`src/rtl/spi_word_tx_if.sv`:
```
// spi_word_tx_if: bus between the test-pattern memory, the SPI serializer and
// the CC1200 SPI pins.
//   tran_en    memory -> tx   level enable, high = stream words
//   data_in    memory -> tx   registered word to send (WORD_W bits)
//   next_read  tx -> memory   one-cycle pulse, word latched, advance address
//   spi_sclk   tx -> pins     SPI clock, mode 0
//   spi_mosi   tx -> pins     SPI data out
//   spi_cs_n   tx -> pins     active-low chip select, one word per frame
// modport master: the serializer side. modport slave: memory/pin side.
interface spi_word_tx_if #(
  parameter int WORD_W = 12
);
  logic              tran_en;
  logic [WORD_W-1:0] data_in;
  logic              next_read;
  logic              spi_sclk;
  logic              spi_mosi;
  logic              spi_cs_n;

  modport master (
    input  tran_en, data_in,
    output next_read, spi_sclk, spi_mosi, spi_cs_n
  );

  modport slave (
    output tran_en, data_in,
    input  next_read, spi_sclk, spi_mosi, spi_cs_n
  );
endinterface

```
`src/rtl/spi_word_tx.sv`:
```
// spi_word_tx: SPI mode-0 master that serializes words from the pattern
// memory. One word per CS_N frame, a one-cycle next_read pulse per word.
// Ports:
//   clk       system clock, rising edge
//   rstn      asynchronous active-low reset
//   bus       spi_word_tx_if.master (tran_en, data_in, next_read, spi_*)
//   busy      high whenever the FSM is not IDLE
//   word_cnt  words fully transmitted since reset, wraps at 16 bits
// Parameters: WORD_W bits/word, CLK_DIV sclk half period in clk cycles,
//   GAP_CYC CS_N-high cycles in the GAP state between words.
// Build option: define SPI_LSB_FIRST_EN to shift data_in[0] first
//   (default shifts data_in[WORD_W-1] first). Timing is identical.
module spi_word_tx #(
  parameter int WORD_W  = 12,
  parameter int CLK_DIV = 2,
  parameter int GAP_CYC = 4
) (
  input  logic          clk,
  input  logic          rstn,
  spi_word_tx_if.master bus,
  output logic          busy,
  output logic [15:0]   word_cnt
);
  localparam int DIV_W = $clog2(2*CLK_DIV);
  localparam int BIT_W = $clog2(WORD_W);
  localparam int GAP_W = $clog2(GAP_CYC);
  localparam logic [DIV_W-1:0] DIV_HALF = DIV_W'(CLK_DIV-1);
  localparam logic [DIV_W-1:0] DIV_LAST = DIV_W'(2*CLK_DIV-1);
  localparam logic [BIT_W-1:0] BIT_LAST = BIT_W'(WORD_W-1);
  localparam logic [GAP_W-1:0] GAP_LAST = GAP_W'(GAP_CYC-1);

  typedef enum logic [2:0] {S_IDLE, S_WAIT, S_LOAD, S_SHIFT, S_GAP} state_t;

  state_t            state, state_nxt;
  logic [WORD_W-1:0] shift_reg, shift_nxt, shift_adv;
  logic [BIT_W-1:0]  bit_cnt, bit_nxt;
  logic [DIV_W-1:0]  div_cnt, div_nxt;
  logic [GAP_W-1:0]  gap_cnt, gap_nxt;
  logic              sclk_q, sclk_nxt;
  logic              cs_n_q, cs_n_nxt;
  logic              next_read_q, next_read_nxt;
  logic              busy_nxt;
  logic [15:0]       word_cnt_nxt;

  // mosi is taken straight from the outgoing end of the shift register, so
  // it is registered and drops to 0 when the register is cleared after the
  // last bit.
`ifdef SPI_LSB_FIRST_EN
  assign shift_adv    = {1'b0, shift_reg[WORD_W-1:1]};
  assign bus.spi_mosi = shift_reg[0];
`else
  assign shift_adv    = {shift_reg[WORD_W-2:0], 1'b0};
  assign bus.spi_mosi = shift_reg[WORD_W-1];
`endif

  assign bus.spi_sclk  = sclk_q;
  assign bus.spi_cs_n  = cs_n_q;
  assign bus.next_read = next_read_q;

  always_comb begin
    state_nxt    = state;
    shift_nxt    = shift_reg;
    bit_nxt      = bit_cnt;
    div_nxt      = div_cnt;
    gap_nxt      = gap_cnt;
    sclk_nxt     = sclk_q;
    cs_n_nxt     = cs_n_q;
    word_cnt_nxt = word_cnt;
    case (state)
      S_IDLE: if (bus.tran_en) state_nxt = S_WAIT;
      // one spare cycle so the memory's first word has settled on data_in
      S_WAIT: state_nxt = S_LOAD;
      S_LOAD: begin
        shift_nxt = bus.data_in;
        cs_n_nxt  = 1'b0;
        bit_nxt   = '0;
        div_nxt   = '0;
        sclk_nxt  = 1'b0;
        state_nxt = S_SHIFT;
      end
      S_SHIFT: begin
        if (div_cnt == DIV_LAST) begin
          sclk_nxt = 1'b0;
          div_nxt  = '0;
          if (bit_cnt == BIT_LAST) begin
            cs_n_nxt     = 1'b1;
            shift_nxt    = '0;
            word_cnt_nxt = word_cnt + 16'd1;
            gap_nxt      = '0;
            state_nxt    = S_GAP;
          end else begin
            bit_nxt   = bit_cnt + BIT_W'(1);
            shift_nxt = shift_adv;
          end
        end else begin
          div_nxt = div_cnt + DIV_W'(1);
          if (div_cnt == DIV_HALF) sclk_nxt = 1'b1;
        end
      end
      S_GAP: begin
        // tran_en is only looked at on the last gap cycle, so a drop and
        // re-rise inside the gap still counts as enabled
        if (gap_cnt == GAP_LAST) state_nxt = bus.tran_en ? S_LOAD : S_IDLE;
        else                     gap_nxt   = gap_cnt + GAP_W'(1);
      end
      default: state_nxt = S_IDLE;
    endcase
    // registered from the next state so both line up with the state itself
    next_read_nxt = (state_nxt == S_LOAD);
    busy_nxt      = (state_nxt != S_IDLE);
  end

  always_ff @(posedge clk or negedge rstn) begin
    if (!rstn) begin
      state       <= S_IDLE;
      shift_reg   <= '0;
      bit_cnt     <= '0;
      div_cnt     <= '0;
      gap_cnt     <= '0;
      sclk_q      <= 1'b0;
      cs_n_q      <= 1'b1;
      next_read_q <= 1'b0;
      busy        <= 1'b0;
      word_cnt    <= '0;
    end else begin
      state       <= state_nxt;
      shift_reg   <= shift_nxt;
      bit_cnt     <= bit_nxt;
      div_cnt     <= div_nxt;
      gap_cnt     <= gap_nxt;
      sclk_q      <= sclk_nxt;
      cs_n_q      <= cs_n_nxt;
      next_read_q <= next_read_nxt;
      busy        <= busy_nxt;
      word_cnt    <= word_cnt_nxt;
    end
  end
endmodule

```
`src/flat_wrapper.sv`:
```
// flat-port wrapper written by rule: the top's interface ports become plain ports
module spi_word_tx_flat 
#(
  parameter int WORD_W  = 12,
  parameter int CLK_DIV = 2,
  parameter int GAP_CYC = 4
)
  (clk, rstn, busy, word_cnt, bus_tran_en, bus_data_in, bus_next_read, bus_spi_sclk, bus_spi_mosi, bus_spi_cs_n);
  spi_word_tx_if #(.WORD_W(WORD_W)) bus_i ();
  input  logic clk;
  input  logic rstn;
  output logic busy;
  output logic [15:0] word_cnt;
  input wire logic [$bits(bus_i.tran_en)-1:0] bus_tran_en;
  input wire logic [$bits(bus_i.data_in)-1:0] bus_data_in;
  output wire logic [$bits(bus_i.next_read)-1:0] bus_next_read;
  output wire logic [$bits(bus_i.spi_sclk)-1:0] bus_spi_sclk;
  output wire logic [$bits(bus_i.spi_mosi)-1:0] bus_spi_mosi;
  output wire logic [$bits(bus_i.spi_cs_n)-1:0] bus_spi_cs_n;
  assign bus_i.tran_en = bus_tran_en;
  assign bus_i.data_in = bus_data_in;
  assign bus_next_read = bus_i.next_read;
  assign bus_spi_sclk = bus_i.spi_sclk;
  assign bus_spi_mosi = bus_i.spi_mosi;
  assign bus_spi_cs_n = bus_i.spi_cs_n;
  spi_word_tx #(.WORD_W(WORD_W), .CLK_DIV(CLK_DIV), .GAP_CYC(GAP_CYC)) u_core (.clk(clk), .rstn(rstn), .bus(bus_i), .busy(busy), .word_cnt(word_cnt));
endmodule
```
`config.mk`:
```
export PLATFORM = sky130hd
export DESIGN_NAME = spi_word_tx_flat
export DESIGN_NICKNAME = d
export VERILOG_FILES = /design/src/rtl/spi_word_tx_if.sv /design/src/rtl/spi_word_tx.sv /design/src/flat_wrapper.sv
export SDC_FILE = /design/constraint.sdc
export NUM_CORES = 1
export LEC_CHECK = 0
export CAP_MARGIN = 20
export CORE_MARGIN = 2
export CORE_UTILIZATION = 45
export CTS_BUF_LIST = sky130_fd_sc_hd__clkbuf_16
export CTS_CLUSTER_DIAMETER = 60
export DETAILED_ROUTE_END_ITERATION = 7
export GPL_TIMING_DRIVEN = 0
export PLACE_DENSITY = 0.7
export SKIP_CTS_REPAIR_TIMING = 1
export SLEW_MARGIN = 0
export SYNTH_ARGS = -nofsm -noshare
export SYNTH_HDL_FRONTEND = slang
export SYNTH_SLANG_ARGS = --single-unit
```
`constraint.sdc`:
```
create_clock -name clk -period 4 [get_ports clk]
set_input_delay 0.8 -clock clk [delete_from_list [all_inputs] [get_ports clk]]
set_output_delay 0.8 -clock clk [all_outputs]
set_load 0.005 [all_outputs]
```
==> results.cfg <==
[yosys]
synth_compound_area_share_pct = 13.59
synth_cells = 187
syn_area_um2 = 2044
yosysWarnings = 0
synth_mux_area_share_pct = 0.5508
synthXorXnorAreaFrac_pct = 6.426
synth-adder-area-share_pct = 3.060
seq_area_frac_synth_pct = 52.69
syn-num-nets = 207
ys_types = 41
synthTopCellsByArea = dfrtp_1 51%, xnor2_1 4.3%, a22oi_1 4.0%
synth_area_leader_cell = dfrtp_1
ys_seq_elements = 43
yosys.area.top_type_share_pct = 51.41
synth_top_family_by_area = simple AND/OR/NAND/NOR gates
synth-simple-area-share_pct = 21.24
synth_area_per_cell_um2 = 10.93

[drt]
first_pass_iters = 4
drt-met1-wl_mm = 1.837
post_drt_wl_per_cell_um = 13.69
wl_met3_um = 159
avgViaCountPerCell = 5.385
dr.first_iter.drc_count = 95
drc = 0
ant_nets = 0
dr_total_vias = 1524
dr_wl_met2_mm = 1.825
wl_mm = 3.875
routed.top_layer = met4

[layout]
syn_to_final_growth_pct = 27.72
area.sequential_um2 = 1077
drive_gt1_share_pct = 11.69
num-fill-cells = 372
layout_common_cells = 42 x dfrtp_1, 34 x clkdlybuf4s50_1, 20 x nor2_1
largest_reg_flops = 16
layout_commonest_cell = dfrtp_1
multi_input_area_um2 = 917.1
final_nets = 250
diodes = 0

[timing]
grt_setup_unrepaired = false
slew_viol_final = 0
hold_viol_final = 0
finalCriticalPeriod_ps = 2138
timing.final.ws_setup_ps = 1862
fin_tns_setup_ps = 0
fmax_mhz = 467.8
fin_crit_sh_pct = 53.44
whs_ps = 425.3
timing.slew.headroom_pct = 75.88
worst_slew_pin_slew_ps = 356.8
finalSetupViolCount = 0
skew_ps = 4.307

[worst_setup_path]
worstPathCellList = clkdlybuf4s50_1
r2r_cells = 5
crit_arrival_ps = 1340
cp.depth = 1
cp-start-kind = flop
timing.rr.start = u_core.div_cnt[0]
cpPeakStageDelay_ps = 550
reg2reg_slack_ps = 2180
reg2reg_to = u_core.busy
worst_ep_required_time_ps = 3200
critPathBufInv = 1
critical-path-top-delay-family = flip-flops
endpoint_kind = primary output
critical_path_class = reg2out
critPathSlowestCell = dfstp_2
crit_fanout = 2

[run_status]
status = finished clean

[power]
ir_worst_vdd_mv = 0.3610
total_power_mw = 1.401
p_leak_nw = 1.204
p_per_area_nw_per_um2 = 536.6

[clock_network]
root_buffer = clkbuf_16
insertion_delay_ps = 280
h-tree-depth = 2
cts_inserted_buffers = 5
cts.sinks = 43
cts_tree = done
path_clk_slew_ps = 60
cts_buffer_depth = 2

[floorplan]
start_util_pct = 46.95
die_x_um = 71.41
num_rows = 24
coreArea_um2 = 4354
die-area_um2 = 5099
die_h_um = 71.41
ioPinCount = 36

[global_routing]
grt_antenna_before_repair = 0
grt_usage_pct = 16.97
grt_pass1_wl_mm = 6.796
grt_max_degree = 29
grt_pass1_vias = 1437
overflow = 0

[run]
cap_violations = 0

[placed_design]
io_buffers = 35
post-place-ws_ps = 1974
hpwlAfterDp_mm = 2.846
gp_congestion = 0.7322

[hold_path]
hold_class = in2async
[cells by family after synthesis]
group | Yosys count
AO/OA/AOI/OAI | 41
XOR/XNOR | 15
adder cells (fa/ha/maj) | 5
buffers and inverters | 10
flip-flops | 43
multiplexers | 1
AND/OR/NAND/NOR | 72
[synthesized netlist by cell type, drive strengths merged]
master,n
nand3,5
xnor2,10
buf,8
a2bb2oi,1
nand4,6
and4,2
mux2,1
a22o,5
nand3b,4
or2,1
and4b,1
nand2b,2
and3b,1
dfrtp,42
inv,2
and2b,1
dfstp,1
o31ai,2
nor2b,2
and3,2
and2,1
xor2,5
nor4b,1
nand4b,1
nor4,3
nor3,3
a21bo,1
a21o,2
ha,5
a22oi,11
a21oi,13
nand2,16
o21ai,6
nor2,20
[metal layers]
layer,GRT usage (%),vias up
li1,-,757
met1,23.55,735
met2,25.51,28
met3,4.782,4
met4,6.289,0
met5,0,-
[metrics by stage]
step	utilization (%)	instances	cell area, µm²
after floorplan	-	187	2044
after detailed placement	56.84	275	2475
after CTS	59.97	283	2611
after global routing	59.97	283	2611
after global placement	56.49	274	2460
final	59.97	283	2611
[cell type report]
cell class	instances	area share [%]
plain buffers	8	1.629
clock buffers	5	4.792
clock inverters	3	0.4312
inverters	2	0.2875
multi-input cells	134	35.12
flip-flops and latches	43	41.26
well taps	52	2.492
repair buffers	36	13.99
[where the power goes]
part / internal [mW] / leakage (nW) / switching, mW
Sequential: 0.533 / 0.532 / 0.0731
Combinational: 0.210 / 0.602 / 0.207
Clock: 0.224 / 0.0701 / 0.153
Total: 0.967 / 1.20 / 0.434
[how the worst max path moves through the flow]
stage	startpoint	end	slack [ps]
floorplan	u_core.div_cnt[0]	u_core.busy	2370
global placement	rstn	u_core.bus.spi_sclk	990
detailed placement	bus_tran_en	u_core.busy	1970
CTS	u_core.bus.spi_cs_n	bus_spi_cs_n	1860
global route	u_core.bus.spi_cs_n	bus_spi_cs_n	1840
finish	u_core.bus.spi_cs_n	bus_spi_cs_n	1860
No activity file was read; power rests on OpenSTA's default activity.
